--- src/rtl/uart_rx_bit_timing.sv ---
// Oversampled UART RX bit timing: edge/bit counters plus 3-tap majority vote; strobes registered, sample_valid at edge_cnt==Prescale/2+2.
// No backpressure, enable-gated only. Define UART_RX_INPUT_SYNC_EN to add a 2-flop RX_IN synchronizer (+2 cycles line-to-sample).
module uart_rx_bit_timing #(
  parameter int PRESCALE_W = 6
) (
  input  logic                  CLK,
  input  logic                  RST,
  input  logic                  RX_IN,
  input  logic                  enable,
  input  logic [PRESCALE_W-1:0] Prescale,
  input  logic                  PAR_EN,
  output logic [PRESCALE_W-1:0] edge_cnt,
  output logic [3:0]            bit_cnt,
  output logic                  sampled_bit,
  output logic                  sample_valid,
  output logic                  frame_done
);

  localparam logic [PRESCALE_W-1:0] P8  = PRESCALE_W'(8);
  localparam logic [PRESCALE_W-1:0] P16 = PRESCALE_W'(16);
  localparam logic [PRESCALE_W-1:0] P32 = PRESCALE_W'(32);

  logic [PRESCALE_W-1:0] edge_cnt_q, edge_cnt_d;
  logic [3:0]            bit_cnt_q, bit_cnt_d;
  logic                  s0_q, s0_d, s1_q, s1_d, s2_q, s2_d;
  logic                  sampled_bit_q, sampled_bit_d;
  logic                  sample_valid_q, sample_valid_d;
  logic                  frame_done_q, frame_done_d;
  logic [PRESCALE_W-1:0] eff_p, half;
  logic [3:0]            last_bit;
  logic                  rx_s;

`ifdef UART_RX_INPUT_SYNC_EN
  logic sync1_q, sync2_q;

  always_ff @(posedge CLK or posedge RST) begin
    if (RST) begin
      sync1_q <= 1'b1;
      sync2_q <= 1'b1;
    end else begin
      sync1_q <= RX_IN;
      sync2_q <= sync1_q;
    end
  end

  assign rx_s = sync2_q;
`else
  assign rx_s = RX_IN;
`endif

  always_comb begin
    // Illegal ratios fall back to 8x so the counters always wrap.
    eff_p = P8;
    if (Prescale == P16 || Prescale == P32) eff_p = Prescale;
    half     = eff_p >> 1;
    last_bit = PAR_EN ? 4'd10 : 4'd9;

    edge_cnt_d     = edge_cnt_q;
    bit_cnt_d      = bit_cnt_q;
    s0_d           = s0_q;
    s1_d           = s1_q;
    s2_d           = s2_q;
    sampled_bit_d  = sampled_bit_q;
    sample_valid_d = 1'b0;
    frame_done_d   = 1'b0;

    if (!enable) begin
      edge_cnt_d = '0;
      bit_cnt_d  = 4'd0;
      s0_d       = 1'b1;
      s1_d       = 1'b1;
      s2_d       = 1'b1;
    end else begin
      if (edge_cnt_q >= eff_p - 1'b1) begin
        edge_cnt_d = '0;
        bit_cnt_d  = (bit_cnt_q >= last_bit) ? 4'd0 : bit_cnt_q + 4'd1;
      end else begin
        edge_cnt_d = edge_cnt_q + 1'b1;
      end

      if (edge_cnt_q == half - 1'b1) s0_d = rx_s;
      if (edge_cnt_q == half)        s1_d = rx_s;
      // Third vote is taken from the line directly so the result lands one cycle later, at Prescale/2+2.
      if (edge_cnt_q == half + 1'b1) begin
        s2_d           = rx_s;
        sampled_bit_d  = (s0_q & s1_q) | (s0_q & rx_s) | (s1_q & rx_s);
        sample_valid_d = 1'b1;
      end

      if (edge_cnt_q == eff_p - 2'd2 && bit_cnt_q == last_bit) frame_done_d = 1'b1;
    end
  end

  always_ff @(posedge CLK or posedge RST) begin
    if (RST) begin
      edge_cnt_q     <= '0;
      bit_cnt_q      <= 4'd0;
      s0_q           <= 1'b1;
      s1_q           <= 1'b1;
      s2_q           <= 1'b1;
      sampled_bit_q  <= 1'b1;
      sample_valid_q <= 1'b0;
      frame_done_q   <= 1'b0;
    end else begin
      edge_cnt_q     <= edge_cnt_d;
      bit_cnt_q      <= bit_cnt_d;
      s0_q           <= s0_d;
      s1_q           <= s1_d;
      s2_q           <= s2_d;
      sampled_bit_q  <= sampled_bit_d;
      sample_valid_q <= sample_valid_d;
      frame_done_q   <= frame_done_d;
    end
  end

  assign edge_cnt     = edge_cnt_q;
  assign bit_cnt      = bit_cnt_q;
  assign sampled_bit  = sampled_bit_q;
  assign sample_valid = sample_valid_q;
  assign frame_done   = frame_done_q;

endmodule

--- config.mk ---
export PLATFORM = sky130hd
export DESIGN_NAME = uart_rx_bit_timing
export DESIGN_NICKNAME = d
export VERILOG_FILES = /design/src/rtl/uart_rx_bit_timing.sv
export SDC_FILE = /design/constraint.sdc
export NUM_CORES = 1
export LEC_CHECK = 0
export CAP_MARGIN = 20
export CORE_AREA = 2 2 50 52
export CTS_CLUSTER_DIAMETER = 80
export DETAILED_ROUTE_END_ITERATION = 6
export DIE_AREA = 0 0 52 54
export GPL_TIMING_DRIVEN = 0
export PLACE_DENSITY = 0.86
export REMOVE_ABC_BUFFERS = 1
export SYNTH_ARGS = -nofsm -noshare
export SYNTH_HDL_FRONTEND = slang
export SYNTH_SLANG_ARGS = --single-unit
--- constraint.sdc ---
create_clock -name CLK -period 3.29 [get_ports CLK]
set_input_delay 0.4935 -clock CLK [delete_from_list [all_inputs] [get_ports CLK]]
set_output_delay 0.4935 -clock CLK [all_outputs]
set_load 0.01 [all_outputs]
==> results of run 1 <==
## registers in the layout (all words and copies together) (netlist names)
register / flops
frame_done: 1
sample_valid: 1
sampled_bit: 1
edge_cnt: 6
bit_cnt: 4
s1_q: 1
s0_q: 1
## report_power, final
part           total, mW  internal, mW  leakage [nW]  switching [mW]
logic              0.234         0.134         0.441          0.0999
registers          0.263         0.219         0.194          0.0441
clock network      0.102        0.0470        0.0150          0.0553
total              0.599         0.400         0.650           0.199
## final cells by class
type | instances | area (um2)
Sequential cell | 15 | 379
Fill cell | 197 | 812
Multi-Input combinational cell | 106 | 812
Clock buffer | 4 | 26.3
Tap cell | 30 | 37.5
Inverter | 6 | 22.5
Timing Repair Buffer | 23 | 230
## layout by cell type (no fill, tap or decap), types with 2 or more instances in the layout
| cell | netlist | layout |
|---|---|---|
| a21o_1 | 2 | 2 |
| a21oi_1 | 2 | 2 |
| clkbuf_4 | 0 | 3 |
| clkdlybuf4s50_1 | 0 | 23 |
| conb_1 | 2 | 7 |
| dfrtp_1 | 12 | 12 |
| dfstp_2 | 3 | 3 |
| ha_1 | 13 | 13 |
| inv_1 | 6 | 6 |
| mux2i_1 | 4 | 4 |
| nand2_1 | 7 | 7 |
| nand2b_1 | 4 | 4 |
| nand3_1 | 5 | 5 |
| nand3b_1 | 2 | 2 |
| nand4b_1 | 3 | 3 |
| nor2_1 | 8 | 8 |
| nor2b_1 | 3 | 3 |
| nor3_1 | 4 | 4 |
| nor4_1 | 2 | 2 |
| nor4b_1 | 2 | 2 |
| o211ai_1 | 5 | 5 |
| or3_1 | 3 | 3 |
| xnor2_1 | 7 | 7 |
| xnor3_1 | 2 | 2 |
| xor2_1 | 3 | 3 |
## metrics by stage
stage / setup slack (ns) / util, % / hold WS, ns / cells / instance area [um2]
after floorplan: 0.816 / - / 0.393 / 127 / 1210
after CTS: 0.404 / 65.0 / 0.572 / 184 / 1510
after global routing: 0.239 / 65.0 / 0.598 / 184 / 1510
after detailed placement: 0.0951 / 63.9 / 0.560 / 180 / 1480
final: 0.379 / 65.0 / 0.564 / 184 / 1510
after global placement: 0.178 / 63.9 / 0.527 / 180 / 1480
## worst max-delay path, delay by kind of cell
family	cells	cell delay [ns]
xor+xnor	1	0.17
buf+inv	1	0.42
fa+ha+maj	1	0.21
simple gates	1	0.59
compound gates	4	1.02
mux	1	0.18
## cell families (layout without fill, tap and decap cells)
family	after synthesis	count (layout)	synth area share, %
XOR/XNOR	12	12	11.0
other	2	7	0.621
adder cells (fa/ha/maj)	14	14	14.3
AO/OA/AOI/OAI	18	18	11.2
flip-flops	15	15	31.3
buffers and inverters	10	33	3.10
AND/OR/NAND/NOR	50	50	24.3
multiplexers	5	5	4.24
## how the worst max path moves through the flow
stage                     start          to  cells past startpoint
CTS                 Prescale[0]  bit_cnt[0]                      9
finish              Prescale[0]  bit_cnt[0]                      9
detailed placement  Prescale[0]  bit_cnt[0]                      9
global route        Prescale[0]  bit_cnt[0]                      9
floorplan           Prescale[0]  bit_cnt[0]                      8
global placement    Prescale[0]  bit_cnt[0]                      9
## layer usage
layer	track usage [%]	vias up	share of wire, %
met3	2.78	4	5.6
met5	0	-	0
met2	31.2	34	48
met4	10.1	0	1.4
li1	-	504	-
met1	25.7	473	45
==> impl_metrics.tcl, run 1 <==
set metrics [dict create \
    critical_path.slowest_cell "or4_4" \
    drc 0 \
    grt_pass1_wl_mm 4.08 \
    path_clk_slew_ns 0.09 \
    syn_area_per_cell_um2 9.60 \
    drtIter0Drc 15 \
    power_mw 0.599 \
    die_x_um 52 \
    grt_max_degree 16 \
    drtAntennaViolNets 0 \
    r2r_cells 7 \
    ctsHoldBuffers 0 \
    cts_resized 0 \
    coreArea_mm2 0.00232 \
    synth_top_area_share_pct 24.8 \
    diodes 0 \
    slowest_delay_ns 0.59 \
    dp_hpwl_mm 1.95 \
    yosys.area.top_type "dfrtp_1" \
    post_cts.repair.setup_buffers 0 \
    drt-pass1-iter-count 4 \
    crit_arrival_ns 3.06 \
    synth_seq_cells 15 \
    fmax_mhz 344 \
    place.gp.congestion 0.896 \
    relSlewSlack_pct 53.8 \
    hold_path.class "input pin to async pin" \
    clock_skew_ns 0.00660 \
    grt_overflow 0 \
    start_util_pct 52.2 \
    dieArea_mm2 0.00281 \
    ys_warn_count 0 \
    required_ns 3.44 \
    synth.top_cells.by_count "ha_1 (13), dfrtp_1 (12), nor2_1 (8)" \
    rsz0062_at_grt "no" \
    cts_buffers 3 \
    worstSkewPairLatency_ns 0.28 \
    tns_ns 0 \
    layout_min_cycle_time_ns 2.91 \
    worstPathCellList "clkdlybuf4s50_1, or4_4, a21oi_2, xor2_1, ha_1, a21o_1, a21oi_1, o21ai_1, mux2i_1" \
    num_io_pins 24 \
    setup_viol_count_final 0 \
    synth.yosys.seq_area_share_pct 31.3 \
    status "finished, final reports clean" \
    synth.distinct_cells 42 \
    cts_max_path_buffers 2 \
    synth_flop_cell "dfrtp_1" \
    end_kind "flip-flop" \
    cp_max_fo 6 \
    syn_area_mm2 0.00121 \
    power_leakage_nw 0.650 \
    critical_path_class "input pin to flip-flop" \
    port_buffers 23 \
    synth-edff-count 0 \
    drive_gt1_share_pct 8.44 \
    grt_usage_pct 19.5 \
    cap_viol_max_count 0 \
    routedWlPerCell_um 13.8 \
    synth_cells 126 \
    area_growth_pct 24.6 \
    ys_async_sr_fraction_pct 100 \
    r2r-end "bit_cnt[2]" \
    cts_htree_levels 1 \
    rows 18 \
    pwr_density_cell_mw_per_mm2 397 \
    vias_per_cell 5.52 \
    synth_area_leaders "dfrtp_1 (25%), ha_1 (13%), dfstp_2 (6.5%), xnor2_1 (5.1%), xnor3_1 (3.7%)" \
    r2r_slack_ns 1.13 \
    antenna_found_initial 0 \
    die_y_um 54 \
    worst_pin_slew_ns 0.686 \
    vias 1015 \
    routed_wl_mm 2.53 \
    reg2reg_from "bit_cnt[0]" \
    grt_pass1_vias 941 \
    finalCritPeriodShare_pct 88.5 \
    ir_drop_v 0.000285 \
    yosysMostFrequentCell "ha_1" \
    cts_sinks 15 \
    clockRootBuffer "clkbuf_4" \
    critPathLaunchType "input pin" \
    hold_viol 0 \
    final_max_slew_viol_count 0 \
    fin_nets 179 \
    cts_tree "yes" \
]
(Power assumes the default switching activity.)
==> run 2, diff against run 1 <==
--- a/config.mk
+++ b/config.mk
@@ -5,11 +5,12 @@
 export SDC_FILE = /design/constraint.sdc
 export NUM_CORES = 1
 export LEC_CHECK = 0
+export ABC_AREA = 1
 export CAP_MARGIN = 20
-export CORE_AREA = 2 2 50 52
+export CORE_AREA = 2 2 51 53
 export CTS_CLUSTER_DIAMETER = 80
 export DETAILED_ROUTE_END_ITERATION = 6
-export DIE_AREA = 0 0 52 54
+export DIE_AREA = 0 0 53 55
 export GPL_TIMING_DRIVEN = 0
 export PLACE_DENSITY = 0.86
 export REMOVE_ABC_BUFFERS = 1
==> run 2 against run 1 <==
  * Routed wire length is 3.2% lower
  * Sequential power down 13%
  * Clock skew shrank 0.0018 ns
  * Power decreased by 17%
  * Critical path depth rose by 5
  * Highest routed layer unchanged
  * Synthesized cell count rose by 48%
  * Count of clock-buffer cells in the layout stayed put
  * Cell area grew 5.2%
  * Final cell count grew 34%
  * Flip-flop and latch count unchanged
==> impl_metrics.tcl, run 2 <==
set metrics [dict create \
    status "finished, final reports clean" \
    synth.distinct_cells 25 \
    ir_drop_v 0.000292 \
    min_from "sampled_bit" \
    required_ns 3.50 \
    rsz0062_at_grt "no" \
    ctsHoldBuffers 0 \
    area_growth_pct 24.1 \
    clock_skew_ns 0.00480 \
    yosys.area.top_type "dfrtp_1" \
    synth.top_cells.by_count "nand2_1 (44), inv_1 (31), nor2_1 (26)" \
    critPathLaunchType "input pin" \
    place.gp.congestion 0.851 \
    final_max_slew_viol_count 0 \
    critical_path_class "input pin to flip-flop" \
    fin_nets 242 \
    syn_area_mm2 0.00128 \
    hold_slack_ns 0.472 \
    reg2reg_from "edge_cnt[1]" \
    synth_top_area_share_pct 23.5 \
    fmax_mhz 435 \
    yosysMostFrequentCell "nand2_1" \
    worstHoldEndpoint "sampled_bit" \
    synth-edff-count 0 \
    p_switching_mw 0.163 \
    r2r_slack_ns 1.50 \
    p_sw_share_pct 32.8 \
    place_inst 243 \
    setup_viol_count_final 0 \
    grt_overflow 0 \
    drtIter0Drc 22 \
    worst_pin_slew_ns 0.552 \
    num_io_pins 24 \
    cts_resized 0 \
    cts_htree_levels 1 \
    routed_wl_mm 2.45 \
    layout_commonest_cell "nand2_1" \
    stdcell_count 247 \
    cts_buffers 3 \
    relSlewSlack_pct 63.2 \
    tns_ns 0 \
    antenna_found_initial 0 \
    layout_min_cycle_time_ns 2.30 \
    vias 1182 \
    ys_async_sr_fraction_pct 100 \
    diodes 0 \
    cts_sinks 15 \
    r2r-end "bit_cnt[1]" \
    grt_pass1_wl_mm 4.38 \
    path_clk_slew_ns 0.09 \
    ys_warn_count 0 \
    routedWlPerCell_um 9.91 \
    grt_max_degree 16 \
    worstSkewPairLatency_ns 0.28 \
    finalCritPeriodShare_pct 69.8 \
    cts_tree "yes" \
    p_clk_share_pct 21.0 \
    r2r_cells 9 \
    synth_seq_cells 15 \
    dieArea_mm2 0.00292 \
    start_util_pct 54.1 \
    pwr_density_cell_mw_per_mm2 313 \
    cap_viol_max_count 0 \
    synth_flop_cell "dfrtp_1" \
    port_buffers 23 \
    power_leakage_nw 0.831 \
    crit_arrival_ns 2.51 \
    vias_per_cell 4.79 \
    cp_max_fo 9 \
    coreArea_mm2 0.00236 \
    die_x_um 53 \
    end_kind "flip-flop" \
    clockRootBuffer "clkbuf_4" \
    syn_area_per_cell_um2 6.87 \
    seq_power_share_pct 45.8 \
    p_int_mw 0.334 \
    drt-pass1-iter-count 4 \
    synth.yosys.seq_area_share_pct 29.6 \
    grt_usage_pct 20.2 \
    drive_gt1_share_pct 7.37 \
    die_y_um 55 \
    dp_hpwl_mm 2.01 \
    rows 18 \
    largest_register_ff_count 6 \
    hold_path.class "flip-flop to flip-flop" \
    post_cts.repair.setup_buffers 0 \
    hold_viol 0 \
    drc 0 \
    synth_cells 186 \
    combPwrFrac_pct 33.1 \
    hold_depth 2 \
    final_cell_mix "nand2_1 (44), inv_1 (31), nor2_1 (26), clkdlybuf4s50_1 (23), nand3_1 (18)" \
    synth_area_leaders "dfrtp_1 (23%), nand2_1 (13%), ha_1 (13%), inv_1 (9.1%), nor2_1 (7.6%)" \
    grt_pass1_vias 1088 \
    drtAntennaViolNets 0 \
    cts_max_path_buffers 2 \
]
## run 2: critical path, stage by stage
cell	delay [ns]
clkdlybuf4s50_1	0.50
nand2_1	0.09
nand2_1	0.14
nand3_1	0.11
nand2_1	0.12
inv_1	0.06
ha_1	0.29
nand2_1	0.08
nor2_1	0.05
a21oi_2	0.14
nand3_2	0.20
inv_2	0.12
nand2_1	0.05
o21ai_0	0.07
## run 2: logic make-up after synthesis
family                   synth area share [%]
flip-flops                               29.6
AND/OR/NAND/NOR                          35.5
buffers and inverters                    10.4
AO/OA/AOI/OAI                            4.21
other                                   0.587
adder cells (fa/ha/maj)                  13.5
XOR/XNOR                                 6.16
## run 2: through the flow
stage	cell area [um2]	util [%]	power (mW)	worst slack (ns)
finish	1590	67.1	0.497	0.992
global placement	1560	66.0	0.391	0.718
CTS	1590	67.1	0.500	0.999
detailed placement	1560	66.0	0.396	0.692
global route	1590	67.1	0.535	0.685
floorplan	1290	-	0.329	1.35
## run 2: worst max-delay path by stage
| stage | start | end | slack (ns) | cells after the start |
|---|---|---|---|---|
| after global placement | Prescale[1] | bit_cnt[1] | 0.72 | 14 |
| final | Prescale[4] | bit_cnt[1] | 0.99 | 14 |
| after floorplan | Prescale[1] | bit_cnt[1] | 1.35 | 13 |
| after global routing | Prescale[5] | bit_cnt[1] | 0.68 | 14 |
| after CTS | Prescale[4] | bit_cnt[1] | 1.0 | 14 |
| after detailed placement | Prescale[5] | bit_cnt[1] | 0.69 | 13 |
## run 2: cell type report
class | instances | area (um2)
clock buffers | 4 | 26.3
fillers | 240 | 778
inverters | 34 | 128
multi-input cells | 141 | 786
flip-flops and latches | 15 | 379
well taps | 30 | 37.5
repair buffers | 23 | 230
## run 2: routing by layer
layer  GRT usage [%]  up-vias  routed length [um]
li1                -      638                   -
met1            25.9      523                1110
met2            35.2       18                1230
met3            5.38        3                  99
met4            2.99        0                  11
met5               0        -                   0
## run 2: power by group through the flow
| stage | logic (mW) | registers, mW | clock network (mW) |
|---|---|---|---|
| after floorplan | 0.0951 | 0.234 | 0 |
| final | 0.165 | 0.228 | 0.104 |
| after CTS | 0.165 | 0.228 | 0.106 |
| after detailed placement | 0.165 | 0.231 | 0 |
| after global routing | 0.192 | 0.232 | 0.111 |
| after global placement | 0.161 | 0.230 | 0 |
==> run 3, diff against run 2 <==
--- a/config.mk
+++ b/config.mk
@@ -7,12 +7,12 @@
 export LEC_CHECK = 0
 export ABC_AREA = 1
 export CAP_MARGIN = 20
-export CORE_AREA = 2 2 51 53
+export CORE_AREA = 2 2 53 55
 export CTS_CLUSTER_DIAMETER = 80
 export DETAILED_ROUTE_END_ITERATION = 6
-export DIE_AREA = 0 0 53 55
+export DIE_AREA = 0 0 55 57
 export GPL_TIMING_DRIVEN = 0
-export PLACE_DENSITY = 0.86
+export PLACE_DENSITY = 0.8
 export REMOVE_ABC_BUFFERS = 1
 export SYNTH_ARGS = -nofsm -noshare
 export SYNTH_HDL_FRONTEND = slang
==> constraint.sdc (replaced) <==
create_clock -name CLK -period 2.2 [get_ports CLK]
set_input_delay 0.33 -clock CLK [delete_from_list [all_inputs] [get_ports CLK]]
set_output_delay 0.33 -clock CLK [all_outputs]
set_load 0.01 [all_outputs]
==> run 3 against run 2 <==
  * Routed wire length rose by 13%
  * Die area rose by 7.5%
  * Combinational power rose by 60%
  * Cell area rose by 5.3%
  * Worst hold slack got worse by 0.083 ns
  * Power rose by 54%
  * Final cell count rose by 2.8%
==> impl_metrics.tcl, run 3 (synthesis results as in run 2) <==
set metrics [dict create \
    status "finished, final reports clean" \
    dieArea_mm2 0.00314 \
    routedWlPerCell_um 10.9 \
    p_int_mw 0.507 \
    pre_cts_ws_ns -0.275 \
    drive_gt1_share_pct 13.0 \
    die_y_um 57 \
    n_fill_cell 227 \
    cpLargestDelayFamily "simple AND/OR/NAND/NOR gates" \
    clock_skew_ns 0.00757 \
    start_util_pct 48.9 \
    hold_path.class "input pin to async pin" \
    clockRootBuffer "clkbuf_4" \
    combPwrFrac_pct 34.5 \
    cp_max_fo 5 \
    diodes 0 \
    coreArea_mm2 0.00262 \
    stdcell_count 254 \
    largest_register_ff_count 6 \
    p_switching_mw 0.258 \
    required_ns 2.43 \
    multi_input_area_um2 826 \
    seq_area_um2 379 \
    antenna_found_initial 0 \
    worstPathCellList "clkdlybuf4s50_1, nor2_2, nand3_2, inv_2, o21ai_0, ha_1, nand2_1, o21ai_1, a21oi_2, nand3_4, inv_2, nand2_1, nor2_1" \
    p_clk_share_pct 21.1 \
    grt_pass1_wl_mm 4.22 \
    cts_sinks 15 \
    grt_max_degree 16 \
    fmax_mhz 476 \
    cts_max_path_buffers 2 \
    cap_viol_max_count 0 \
    seq_power_share_pct 44.4 \
    setup_viol_count_final 0 \
    setup_ws_ns 0.101 \
    place_inst 244 \
    area_growth_pct 30.6 \
    vias_per_cell 5.06 \
    grt_pass1_vias 1047 \
    worst_pin_slew_ns 0.574 \
    p_sw_share_pct 33.7 \
    grt_overflow 0 \
    num_io_pins 24 \
    grt_usage_pct 18.8 \
    dp_hpwl_mm 2.07 \
    critPathLaunchType "input pin" \
    rows 19 \
    pwr_density_cell_mw_per_mm2 458 \
    cts_tree "yes" \
    finalCritPeriodShare_pct 95.4 \
    fin_nets 248 \
    drt-pass1-iter-count 4 \
    critPathBufInv 3 \
    final_max_slew_viol_count 0 \
    worstSkewPairLatency_ns 0.29 \
    relSlewSlack_pct 61.7 \
    slowest_delay_ns 0.44 \
    routed_wl_mm 2.78 \
    port_buffers 23 \
    drtIter0Drc 20 \
    cts_htree_levels 1 \
    crit_arrival_ns 2.32 \
    drc 0 \
    critical_path_class "input pin to flip-flop" \
    hold_viol 0 \
    place.gp.congestion 0.846 \
    power_leakage_nw 0.881 \
    vias 1286 \
    cts_buffers 3 \
    drtAntennaViolNets 0 \
    ir_drop_v 0.000454 \
    layout_commonest_cell "nand2_1" \
    path_clk_slew_ns 0.09 \
    end_kind "flip-flop" \
    critical_path.slowest_cell "clkdlybuf4s50_1" \
    layout_min_cycle_time_ns 2.10 \
    final_cell_mix "nand2_1 (41), inv_1 (31), nor2_1 (24), clkdlybuf4s50_1 (21), nand3_1 (16)" \
    die_x_um 55 \
]
[run 3: path summary, 6_finish.rpt]
check | start | end | slack [ns] | depth (start not counted)
setup reg to reg | edge_cnt[1] | edge_cnt[3] | 0.38 | 9
setup / recovery | Prescale[2] | edge_cnt[3] | 0.10 | 13
hold / removal | RST | edge_cnt[5] | 0.39 | 2
max in group asynchronous | RST | bit_cnt[3] | 1.43 | 2
min in group CLK | sampled_bit | sampled_bit | 0.46 | 2
hold reg to reg | sampled_bit | sampled_bit | 0.46 | 2
[run 3: timing repair]
item,CTS,global route
hold buffers,0,0
buffers inserted,0,5
resized for setup,0,13
setup endpoints to repair,0,10
[run 3: worst reg2reg max path: stages, from the launching register on]
cell and delay (ns):
dfrtp_1 0.47, ha_1 0.34, inv_1 0.06, nor2_1 0.03
or2_0 0.21, a21oi_2 0.28, nand3_4 0.15, inv_2 0.09
nand2_1 0.05, nor2_1 0.09
[run 3: stage by stage]
stage	area, um2	setup TNS (ns)	util (%)	hold WS (ns)	power [mW]
2_1_floorplan	1290	0	-	0.229	0.492
3_3_place_gp	1560	-1.56	59.7	0.448	0.586
3_5_place_dp	1560	-2.13	59.7	0.452	0.592
4_1_cts	1590	0	60.7	0.413	0.759
5_1_grt	1670	-0.0443	63.9	0.460	0.824
6_report	1670	0	63.9	0.389	0.764
[run 3: final cells by class]
class / instances / area share [%]
multi-input cells: 142 / 49.4
flip-flops and latches: 15 / 22.7
repair buffers: 28 / 16.3
inverters: 34 / 7.64
well taps: 31 / 2.32
clock buffers: 4 / 1.57
[run 3: power groups by stage]
stage / clock network (mW) / registers, mW / logic (mW)
3_5_place_dp: 0 / 0.345 / 0.247
3_3_place_gp: 0 / 0.344 / 0.241
2_1_floorplan: 0 / 0.350 / 0.142
5_1_grt: 0.181 / 0.344 / 0.300
6_report: 0.161 / 0.340 / 0.264
4_1_cts: 0.172 / 0.340 / 0.247
[run 3: routing by layer]
metal  vias up  GRT usage, %  wire length, um
met3        12          4.71              150
li1        651             -                -
met5         -             0                0
met4         0          10.5              101
met1       579          22.7             1210
met2        44          29.6             1320
